### src/rtl/logo_bounce_ctrl.sv
// Screen-saver sequencer for the logo ROM: bounces the logo around the screen once per frame
// and maps scan coordinates to ROM addresses. Optional bounce colour cycling: LOGO_BOUNCE_COLOR_EN.
module logo_bounce_ctrl #(
    parameter int SCREEN_W = 640,
    parameter int SCREEN_H = 480,
    parameter int IMG_W    = 80,
    parameter int IMG_H    = 96,
    parameter int STEP     = 2,
    parameter int INIT_X   = 100,
    parameter int INIT_Y   = 50
) (
    input  logic       clk,
    input  logic       rst,
    input  logic       frame_tick,
    input  logic       run,
    input  logic [9:0] hc,
    input  logic [9:0] vc,
    input  logic       active,
    input  logic       pixel_in,
    output logic [6:0] x_img,
    output logic [6:0] y_img,
    output logic       pixel_out,
    output logic [9:0] pos_x,
    output logic [9:0] pos_y,
    output logic       busy
`ifdef LOGO_BOUNCE_COLOR_EN
    ,
    output logic [2:0] color
`endif
);

    typedef enum logic [1:0] {IDLE, MOVE_X, MOVE_Y} state_t;

    localparam logic [10:0] MAX_X   = 11'(SCREEN_W - IMG_W);
    localparam logic [10:0] MAX_Y   = 11'(SCREEN_H - IMG_H);
    localparam logic [10:0] STEP_W  = 11'(STEP);
    localparam logic [10:0] IMG_W_W = 11'(IMG_W);
    localparam logic [10:0] IMG_H_W = 11'(IMG_H);
    localparam logic [9:0]  INIT_XW = 10'(INIT_X);
    localparam logic [9:0]  INIT_YW = 10'(INIT_Y);
    localparam logic        DIR_INC = 1'b0;
    localparam logic        DIR_DEC = 1'b1;

    state_t     state_q, state_d;
    logic [9:0] pos_x_q, pos_x_d, pos_y_q, pos_y_d;
    logic       dir_x_q, dir_x_d, dir_y_q, dir_y_d;

    logic [6:0] x_img_q, x_img_d, y_img_q, y_img_d;
    logic       win_d1_q, win_d2_q, pixel_out_q;
    logic       in_win;

    // Window test is done in 11 bits so pos+IMG never wraps; the ROM offset only needs 7 bits.
    always_comb begin
        in_win = active
              && ({1'b0, hc} >= {1'b0, pos_x_q}) && ({1'b0, hc} < ({1'b0, pos_x_q} + IMG_W_W))
              && ({1'b0, vc} >= {1'b0, pos_y_q}) && ({1'b0, vc} < ({1'b0, pos_y_q} + IMG_H_W));
        x_img_d = in_win ? (hc[6:0] - pos_x_q[6:0]) : 7'd0;
        y_img_d = in_win ? (vc[6:0] - pos_y_q[6:0]) : 7'd0;
    end

    always_comb begin
        state_d = state_q;
        pos_x_d = pos_x_q;
        pos_y_d = pos_y_q;
        dir_x_d = dir_x_q;
        dir_y_d = dir_y_q;
        case (state_q)
            IDLE: begin
                if (frame_tick && run) state_d = MOVE_X;
            end
            MOVE_X: begin
                state_d = MOVE_Y;
                if (dir_x_q == DIR_INC) begin
                    if (({1'b0, pos_x_q} + STEP_W) >= MAX_X) begin
                        pos_x_d = MAX_X[9:0];
                        dir_x_d = DIR_DEC;
                    end else begin
                        pos_x_d = pos_x_q + STEP_W[9:0];
                    end
                end else if (pos_x_q <= STEP_W[9:0]) begin
                    pos_x_d = 10'd0;
                    dir_x_d = DIR_INC;
                end else begin
                    pos_x_d = pos_x_q - STEP_W[9:0];
                end
            end
            MOVE_Y: begin
                state_d = IDLE;
                if (dir_y_q == DIR_INC) begin
                    if (({1'b0, pos_y_q} + STEP_W) >= MAX_Y) begin
                        pos_y_d = MAX_Y[9:0];
                        dir_y_d = DIR_DEC;
                    end else begin
                        pos_y_d = pos_y_q + STEP_W[9:0];
                    end
                end else if (pos_y_q <= STEP_W[9:0]) begin
                    pos_y_d = 10'd0;
                    dir_y_d = DIR_INC;
                end else begin
                    pos_y_d = pos_y_q - STEP_W[9:0];
                end
            end
            default: state_d = IDLE;
        endcase
    end

    always_ff @(posedge clk or posedge rst) begin
        if (rst) begin
            state_q     <= IDLE;
            pos_x_q     <= INIT_XW;
            pos_y_q     <= INIT_YW;
            dir_x_q     <= DIR_INC;
            dir_y_q     <= DIR_INC;
            x_img_q     <= 7'd0;
            y_img_q     <= 7'd0;
            win_d1_q    <= 1'b0;
            win_d2_q    <= 1'b0;
            pixel_out_q <= 1'b0;
        end else begin
            state_q     <= state_d;
            pos_x_q     <= pos_x_d;
            pos_y_q     <= pos_y_d;
            dir_x_q     <= dir_x_d;
            dir_y_q     <= dir_y_d;
            x_img_q     <= x_img_d;
            y_img_q     <= y_img_d;
            win_d1_q    <= in_win;
            win_d2_q    <= win_d1_q;
            pixel_out_q <= pixel_in & win_d2_q;
        end
    end

`ifdef LOGO_BOUNCE_COLOR_EN
    logic [2:0] color_q, color_d;
    logic       bounce;

    // A direction flip is exactly a bounce; corners flip X and Y in consecutive cycles.
    always_comb begin
        bounce  = ((state_q == MOVE_X) && (dir_x_d != dir_x_q))
               || ((state_q == MOVE_Y) && (dir_y_d != dir_y_q));
        color_d = color_q;
        if (bounce) color_d = (color_q == 3'd7) ? 3'd1 : (color_q + 3'd1);
    end

    always_ff @(posedge clk or posedge rst) begin
        if (rst) color_q <= 3'b111;
        else     color_q <= color_d;
    end

    assign color = color_q;
`endif

    assign x_img     = x_img_q;
    assign y_img     = y_img_q;
    assign pixel_out = pixel_out_q;
    assign pos_x     = pos_x_q;
    assign pos_y     = pos_y_q;
    assign busy      = (state_q != IDLE);

endmodule
### config.mk
export PLATFORM = sky130hd
export DESIGN_NAME = logo_bounce_ctrl
export DESIGN_NICKNAME = d
export VERILOG_FILES = /design/src/rtl/logo_bounce_ctrl.sv
export SDC_FILE = /design/constraint.sdc
export NUM_CORES = 1
export LEC_CHECK = 0
export ABC_AREA = 1
export ABC_CLOCK_PERIOD_IN_PS = 5800
export BUFFER_PORTS_ARGS = -buffer_cell sky130_fd_sc_hd__buf_2
export CORE_ASPECT_RATIO = 1.1
export CORE_UTILIZATION = 37
export CTS_BUF_LIST = sky130_fd_sc_hd__clkbuf_8
export CTS_CLUSTER_SIZE = 14
export DETAILED_ROUTE_END_ITERATION = 8
export MAX_ROUTING_LAYER = met4
export SLEW_MARGIN = 10
export SYNTH_ARGS = -nofsm -noshare
export SYNTH_HDL_FRONTEND = slang
export SYNTH_SLANG_ARGS = --single-unit
export TNS_END_PERCENT = 50
### constraint.sdc
create_clock -name clk -period 5.8 [get_ports clk]
set_input_delay 0.58 -clock clk [delete_from_list [all_inputs] [get_ports clk]]
set_output_delay 0.58 -clock clk [all_outputs]
set_load 0.03 [all_outputs]
==> impl_results.md, run 1 <==
* R2R Path Start: pos_y[5]
* Pleak at between 2 and 2.5 nW
* DRC at 0
* Avg Inst Size Synth at 7.318 sq um
* Measured slew at the worst slew-check pin at 0.7905 ns
* Area Overhead vs Synth at 12.61%
* Setup crit end: x_img[0]
* Final min period at ~2.8 ns
* Kind of critical path: reg2reg
* Row Count at 37
* Register area share after synthesis at 27.15%
* Post-synth EDFFs at 0
* First-pass detailed-route iteration total at 5
* Synth Instances at roughly 500
* Total wire length at slightly below 9 mm
* GRT overflow at 0
* Cts-stage hold buffer count at 0
* H-tree depth at 2
* Max cap viols at 0
* CTS tree: done
* Flops & latches, synth at 39
* Inst Count DP at 661
* Ys async rst share at 100.0%
* TNS Setup at 0 ns
* DRT iter0 DRCs at between 100 and 150
* Unrepaired setup endpoints after global routing: no
* Worst reg2reg path endpoint: x_img[0]
* Ys Warns at 0
* Die ar. at 0.01019 sq mm
* Total clock sinks at 39
* Detailed Place HPWL at ~7.1 mm
* Filler Cells Inserted at 988
* Final Setup Violations at 0
* Final ANT Viol Nets at 0
* Slew Limit Fails at 0
* CP required at ~6 ns
* CP endpoint kind: register
* Clock transition at path regs at 0.08 ns
* Setup crit start: pos_y[5]
* Cell variety after synth at 44
* Final Hold Vio Count at 0
* Fraction of layout cells with a size suffix above 1 at between 20% and 30%
* Port Buf Inserts at 59
* WL/cell at between 10 and 15 um
* Cts bufs inserted at 5
* PwrDens at roughly 530 mW/mm^2
* Core Area at approximately 0.0094 sq mm
* Status: finished clean
* Diodes inserted at 0
* Via density at 5.070
* R2R Setup Slk at around 3.0 ns
* Largest net degree at the start of global routing at 40
* Rel. slew slack at a little under half
* Die width at between 90 and 100 um
* First-pass GRT wire length at 15.06 mm
* GR Util All Layers at around a fifth
* Tot Pwr at around 2.2 mW
* Number of global-route vias before repair at between 3k and 4k
* Peak Freq at about 350 MHz
* Critical Path Fanout Max at 15
* Post-Syn Area at roughly 0.0036 sq mm
* Vias at 3,392
* Setup crit start kind: register
* Final core utilization at between 40% and 50%
* Starting density of the core at 38.35%
* Skew final at ~0.014 ns
* Nets at approximately 600
* Crit path DAT at slightly above 3 ns
* Most frequent cells in the layout: nand2_1 (98), nor2_1 (67), buf_2 (59)
* Reg2Reg Depth at 11
* Clock Latency Late Sink at between 0.2 and 0.3 ns
* Post-cts repair resize count at 0
* Setup bufs post-CTS at 0
* CTS root buf: clkbuf_8
* Initial antenna violation count at 0
* Hold WC Path Type: reg2reg
* GPL Wtd Cong at 0.9052
* Most common cell after layout, fill and taps aside: nand2_1
* # IOs at slightly above 60
* Finished Layout Cells at between 600 and 700
* Die Y at approximately 110 um
* Tcrit/Tclk final at between 40% and 50%
* Clk buf depth at 2
* Maximum vdd drop at between 0.0002 and 0.0003 V
* Min-delay src: win_d1_q
* Top FF cell, synth: dfrtp_1
## worst min-delay path by stage
stage	end	slack, ns	cells after the start
after global placement	win_d2_q	0.33	0
after detailed placement	win_d2_q	0.34	0
final	win_d2_q	0.36	0
after global routing	win_d2_q	0.38	0
after floorplan	win_d2_q	0.33	0
after CTS	win_d2_q	0.36	0
## power by group
part	total, mW	leakage [nW]	internal, mW	switching [mW]
clock	0.191	0.0524	0.0943	0.0967
combinational	1.45	1.62	0.504	0.949
sequential	0.531	0.485	0.367	0.164
## state kept, by name (all words and copies together) (netlist names)
name	count
win_d2_q	1
pos_x	9
dir_x_q	1
y_img	7
pos_y	9
win_d1_q	1
dir_y_q	1
pixel_out	1
state_q	2
x_img	7
## critical path, stage by stage (launching register included)
cell and delay [ns]:
dfstp_2 0.61, inv_2 0.11, ha_1 0.25, or2_2 0.31
nor2_1 0.11, xor2_1 0.18, ha_1 0.26, nand2_1 0.07
o21ai_0 0.09, nor3_2 0.19, nand3_2 0.36, nor2_1 0.20
## cell usage after synthesis (all sizes together), types with 4 or more instances
| cell type | instances | area (sq um) |
|---|---|---|
| a31oi | 4 | 25.02 |
| nor3 | 4 | 25.02 |
| nand2 | 106 | 422.9 |
| ha | 39 | 488.0 |
| nand4 | 10 | 75.07 |
| xor2 | 25 | 219.0 |
| dfstp | 6 | 157.7 |
| o21ai | 19 | 102.6 |
| dfrtp | 33 | 825.8 |
| nor2 | 83 | 366.6 |
| buf | 11 | 82.57 |
| nand3 | 39 | 225.2 |
| xnor2 | 4 | 35.03 |
| a21oi | 33 | 180.2 |
| inv | 55 | 206.5 |
| a22oi | 7 | 52.55 |
## stage by stage
step	worst slack [ns]	hold WS [ns]	instance area, sq um
6_report	2.955	0.3575	4079
3_3_place_gp	3.086	0.3336	3988
2_1_floorplan	3.204	0.3312	3630
4_1_cts	2.934	0.3600	4079
3_5_place_dp	2.981	0.3396	3988
5_1_grt	2.763	0.3785	4079
## kinds of logic after synthesis
| kind of cell | after synthesis | share of synthesized area, % |
|---|---|---|
| flip-flops | 39 | 27.15 |
| other | 2 | 0.2073 |
| AND/OR/NAND/NOR | 246 | 31.47 |
| XOR/XNOR | 29 | 7.012 |
| AO/OA/AOI/OAI | 69 | 11.26 |
| adder cells (fa/ha/maj) | 41 | 14.58 |
| buffers and inverters | 69 | 8.324 |
## area by class of cell
| cell class | instances | area, sq um | share of cell area [%] |
|---|---|---|---|
| multi-input cells | 389 | 2345 | 57.48 |
| well taps | 117 | 146.4 | 3.589 |
| inverters | 56 | 210.2 | 5.153 |
| clock buffers | 6 | 82.58 | 2.025 |
| clock inverters | 2 | 8.758 | 0.2147 |
| repair buffers | 60 | 302.8 | 7.423 |
| flip-flops and latches | 39 | 983.4 | 24.11 |
## routing by layer
layer | global-route usage (%) | routed length, um | vias to the layer above
met2 | 32.42 | 4328 | 79
met5 | - | 0 | -
met1 | 24.00 | 4097 | 1596
met3 | 2.597 | 401 | 5
met4 | 4.727 | 71 | 0
li1 | - | - | 1712
Power figures use the tool's default switching activity.
==> run 2: changes to the inputs <==
Settings changed: ABC_CLOCK_PERIOD_IN_PS 5800 to 2600.
Clock period 5.8 ns to 2.6 ns, I/O delays scaled along.
==> impl_results.md, run 2 (synthesized netlist as in run 1, its figures left out) <==
* Clock Latency Late Sink at 0.30 ns (about the same)
* H-tree depth at 2 (unchanged)
* Setup crit start kind: register
* Area Overhead vs Synth at 18.51%
* Maximum vdd drop at 0.0005262 V (+110%)
* TNS Setup at 0 ns (unchanged)
* Most used routing layer: met2
* Worst-path cell chain: inv_2 -> ha_2 -> or2_4 -> nor2_2 -> xor2_1 -> ha_1 -> nand3_2 -> nor3_1 -> nor3_2 -> nand3_2 -> buf_12 -> nor2_1
* Clk buf depth at 2 (unchanged)
* GR Util All Layers at 19.44% (+0.23 points)
* Diodes inserted at 0 (unchanged)
* GR Util met1 at 24.82% (+0.82 points)
* Unrepaired setup endpoints after global routing: no
* Nets at 633 (+2.4%)
* Die ar. at 0.01019 sq mm (unchanged)
* Measured slew at the worst slew-check pin at 0.8781 ns (+0.08762 ns)
* Peak Freq at 406.1 MHz (+16%)
* CTS tree: done
* Final ANT Viol Nets at 0 (unchanged)
* Pleak at 2.261 nW (+5.0%)
* First-pass detailed-route iteration total at 4 (-1)
* Final Setup Violations at 0 (unchanged)
* Row Count at 37 (unchanged)
* Most used cell, CP: nand3_2
* Cts bufs inserted at 5 (unchanged)
* Hold WC Path Type: in2async
* Final Hold Vio Count at 0 (unchanged)
* Placement Setup Slack at 0.1190 ns (-2.862 ns)
* Initial antenna violation count at 0 (unchanged)
* Multi-input gate area at 0.002372 sq mm (+1.2%)
* Port Buf Inserts at 59 (unchanged)
* CP endpoint kind: register
* WL/cell at 13.67 um (+2.8%)
* Slew Limit Fails at 0 (unchanged)
* Most common cell after layout, fill and taps aside: nand2_1
* Crit path DAT at 2.68 ns (-0.37 ns)
* CP required at 2.82 ns (-3.18 ns)
* Met3 usage at 2.165% (-0.43 points)
* Core Area at 0.009444 sq mm (unchanged)
* Most frequent cells in the layout: nand2_1 (98), nor2_1 (65), buf_2 (59)
* Detailed Place HPWL at 7.359 mm (+4.1%)
* Die width at 96.34 um (unchanged)
* DRC at 0 (unchanged)
* Via density at 5.073 (about the same)
* Tcrit/Tclk final at 94.71% (+46 points)
* Clock transition at path regs at 0.09 ns (about the same)
* Critical Path Fanout Max at 8 (-7)
* Starting density of the core at 38.35% (unchanged)
* Total clock sinks at 39 (unchanged)
* Kind of critical path: reg2reg
* CTS root buf: clkbuf_8
* PwrDens at 1224 mW/mm^2 (+130%)
* Flip-flop and latch area at 983.4 sq um (unchanged)
* # IOs at 62 (unchanged)
* Total wire length at 9.350 mm (+5.1%)
* Vias at 3,470 (+2.3%)
* First-pass GRT wire length at 15.19 mm (+0.87%)
* DRT iter0 DRCs at 142 (+15%)
* Skew final at 0.01350 ns (-0.0003873 ns)
* Fraction of layout cells with a size suffix above 1 at 24.69% (+3.0 points)
* GRT overflow at 0 (unchanged)
* CP max-delay cell: dfstp_2
* Final worst slack at 0.1376 ns (-2.817 ns)
* Filler Cells Inserted at 990 (+0.20%)
* Die Y at 105.8 um (unchanged)
* Max stage delay on crit path at 0.54 ns (-0.07 ns)
* Number of global-route vias before repair at 3,368 (+3.3%)
* Status: finished clean
* Max cap viols at 0 (unchanged)
* Final min period at 2.462 ns (-0.3828 ns)
* Largest net degree at the start of global routing at 24 (-40%)
* Rel. slew slack at 41.10% (-6.0 points)
* GPL Wtd Cong at 0.8907 (-1.6%)
* Met2 GRT Util at 32.52% (+0.10 points)
[run 2: stage by stage]
step | hold slack, ns | instances | instance area (sq um) | total power, mW | utilization, %
after floorplan | 0.3312 | 497 | 3630 | 3.716 | -
after detailed placement | 0.3426 | 675 | 4105 | 4.563 | 43.47
after global placement | 0.3316 | 675 | 4105 | 4.535 | 43.47
after CTS | 0.04606 | 683 | 4238 | 5.200 | 44.87
final | 0.03087 | 684 | 4293 | 5.256 | 45.46
after global routing | 0.08315 | 684 | 4293 | 5.777 | 45.46
[run 2: metal layers]
| layer | vias up | wire (um) |
|---|---|---|
| met3 | 9 | 453 |
| li1 | 1745 | - |
| met4 | 0 | 68 |
| met1 | 1618 | 4250 |
| met5 | - | 0 |
| met2 | 98 | 4577 |
[run 2: timing repair]
action                                  4_1_cts  5_1_grt
gates resized for setup                       0        9
endpoints found under the setup margin        0       12
hold buffers                                  0        0
buffers inserted                              0        0
[run 2: critical path, delay by kind of cell, from the launching register on]
kind | cells | cell delay, ns
flops | 1 | 0.54
simple gates | 7 | 0.97
xor+xnor | 1 | 0.17
buf+inv | 2 | 0.23
fa+ha+maj | 2 | 0.46
[run 2: path summary, 6_finish.rpt]
path / start / to / slack, ns / cells past startpoint
worst max-delay path: pos_y[5] / x_img[0] / 0.14 / 12
worst min-delay path: rst / pos_y[8] / 0.03 / 2
worst max register to register: pos_y[5] / x_img[0] / 0.14 / 12
worst min register to register: win_d1_q / win_d2_q / 0.34 / 0
max in group asynchronous: rst / win_d1_q / 1.89 / 3
min in group clk: pixel_in / pixel_out / 0.16 / 3
[run 2: area by class of cell]
type	instances	area share (%)
Multi-Input combinational cell	389	55.26
Sequential cell	39	22.91
Timing Repair Buffer	75	10.38
Inverter	56	4.955
Tap cell	117	3.410
Clock buffer	5	1.603
Clock inverter	3	1.486
[run 2: report_power, final]
group          internal, mW  switching (mW)  total [mW]
clock network         0.380           0.229       0.609
registers             0.817           0.230        1.05
logic                  1.27            2.33        3.60
==> run 3: changes to the inputs <==
Settings changed: ABC_CLOCK_PERIOD_IN_PS 2600 to 2300.
Clock period 2.6 ns to 2.3 ns, I/O delays scaled along.
==> impl_results.md, run 3 (synthesized netlist as in run 1, its figures left out) <==
* Total wire length at 9.439 mm (+0.95%)
* Cts bufs inserted at 5 (unchanged)
* Starting density of the core at 38.35% (unchanged)
* DP Area at 0.004218 sq mm (+2.7%)
* GRT overflow at 0 (unchanged)
* First-pass detailed-route iteration total at 4 (unchanged)
* Port Buf Inserts at 59 (unchanged)
* WL/cell at 13.60 um (-0.50%)
* Inst Count DP at 686 (+1.6%)
* Skew final at 0.005889 ns (-0.007615 ns)
* Tcrit/Tclk final at 99.78% (+5.1 points)
* Die ar. at 0.01019 sq mm (unchanged)
* Setup crit start: pos_y[5]
* Finished Layout Cells at 694 (+1.5%)
* CP bufs+invs at 2 (unchanged)
* Crit path max-delay family: simple AND/OR/NAND/NOR gates
* Most common cell after layout, fill and taps aside: nand2_1
* R2R Path Start: pos_y[5]
* CP max-delay cell: dfstp_2
* Placement Setup Slack at 0.02229 ns (-0.09668 ns)
* Clock transition at path regs at 0.08 ns (about the same)
* First-pass GRT wire length at 15.68 mm (+3.2%)
* DRT iter0 DRCs at 110 (-23%)
* Status: finished clean
* Via density at 5.081 (+0.15%)
* Final worst slack at 0.004984 ns (-0.1326 ns)
* Rel. slew slack at 65.45% (+24 points)
* PwrDens at 1363 mW/mm^2 (+11%)
* Most frequent cells in the layout: nand2_1 (98), nor2_1 (65), buf_2 (59)
* Clock Latency Late Sink at 0.29 ns (about the same)
* DRC at 0 (unchanged)
* CTS root buf: clkbuf_8
* Peak Freq at 435.7 MHz (+7.3%)
* Pleak at 2.284 nW (+0.98%)
* Row Count at 37 (unchanged)
* Hold WC Path Type: in2async
* Largest net degree at the start of global routing at 40 (+67%)
* Setup crit start kind: register
* Crit path DAT at 2.52 ns (-0.16 ns)
* GR Util All Layers at 20.13% (+0.69 points)
* Maximum vdd drop at 0.0006125 V (+16%)
* Final ANT Viol Nets at 0 (unchanged)
* Initial antenna violation count at 0 (unchanged)
* Final Hold Vio Count at 0 (unchanged)
* Area Overhead vs Synth at 19.17%
* Measured slew at the worst slew-check pin at 0.5182 ns (-0.3598 ns)
* Max cap viols at 0 (unchanged)
* Nets at 643 (+1.6%)
* Filler Cells Inserted at 986 (-0.40%)
* Diodes inserted at 0 (unchanged)
* Fraction of layout cells with a size suffix above 1 at 26.17% (+1.5 points)
* Unrepaired setup endpoints after global routing: yes
* Clk buf depth at 2 (unchanged)
* Max stage delay on crit path at 0.56 ns (+0.02 ns)
* H-tree depth at 2 (unchanged)
* Total clock sinks at 39 (unchanged)
* Die width at 96.34 um (unchanged)
* TNS Setup at 0 ns (unchanged)
* Final min period at 2.295 ns (-0.1674 ns)
* GPL Wtd Cong at 0.8633 (-3.1%)
* Number of global-route vias before repair at 3,430 (+1.8%)
* Vias at 3,526 (+1.6%)
* Core Area at 0.009444 sq mm (unchanged)
* Slew Limit Fails at 0 (unchanged)
* Worst-path cell chain: inv_4 -> ha_4 -> or2_4 -> nor2_4 -> xor2_1 -> ha_1 -> nand3_2 -> nor3_2 -> nor3_2 -> nand3_2 -> buf_12 -> nor2_1
* Critical Path Fanout Max at 15 (+7)
* Die Y at 105.8 um (unchanged)
* Detailed Place HPWL at 7.381 mm (+0.29%)
* CP endpoint kind: register
* Final Cell Area at 0.004317 sq mm (+0.55%)
* Kind of critical path: reg2reg
* Hold Worst Slack at 0.05586 ns (+0.02499 ns)
* CTS tree: done
* Final core utilization at 45.71% (+0.25 points)
* # IOs at 62 (unchanged)
* Tot Pwr at 5.882 mW (+12%)
* Final Setup Violations at 0 (unchanged)
* CP required at 2.53 ns (-0.29 ns)
-- run 3: cell count changes in the layout (fill, tap and decap cells not counted), moves of 2 or more --
cell / change
nor2_4: +2
buf_4: +11
nor2_2: -2
bufinv_16: -2
inv_1: +2
-- run 3: path summary, 6_finish.rpt --
kind,endpoint,slack (ns),cells after the start
worst max register to register,x_img[2],0.005,12
worst min-delay path,x_img[5],0.06,3
min in group clk,pixel_out,0.12,3
max in group asynchronous,pos_y[4],1.87,3
worst min register to register,win_d2_q,0.35,0
worst max-delay path,x_img[2],0.005,12
-- run 3: per-layer routing --
layer / vias up / track usage [%] / part of all wire [%]
li1: 1768 / - / -
met1: 1653 / 24.35 / 44
met2: 88 / 34.60 / 51
met3: 17 / 2.381 / 3.3
met4: 0 / 6.092 / 1.6
met5: - / - / 0
-- run 3: worst min-delay path: cells and delay by family --
kind / cells / cell delay, ns
buffers and inverters: 3 / 0.58
-- run 3: power by group --
group / switching, mW / internal [mW] / total, mW
clock: 0.252 / 0.205 / 0.457
sequential: 0.218 / 0.924 / 1.14
combinational: 2.73 / 1.56 / 4.28
total: 3.20 / 2.68 / 5.88
-- run 3: final cells by class --
cell class              instances  area, sq um  area share (%)
inverters                      56        212.7           4.928
clock buffers                   5        68.82           1.594
clock inverters                 3        12.51          0.2899
multi-input cells             389         2390           55.36
flip-flops and latches         39        983.4           22.78
repair buffers                 85        503.0           11.65
well taps                     117        146.4           3.391
-- run 3: repair_timing --
action | 4_1_cts | 5_1_grt
endpoints found under the setup margin | 2 | 18
hold endpoints to repair | 0 | 0
hold buffers | 0 | 0
resized for setup | 1 | 4
pin swaps | 1 | 1
buffers inserted | 0 | 0
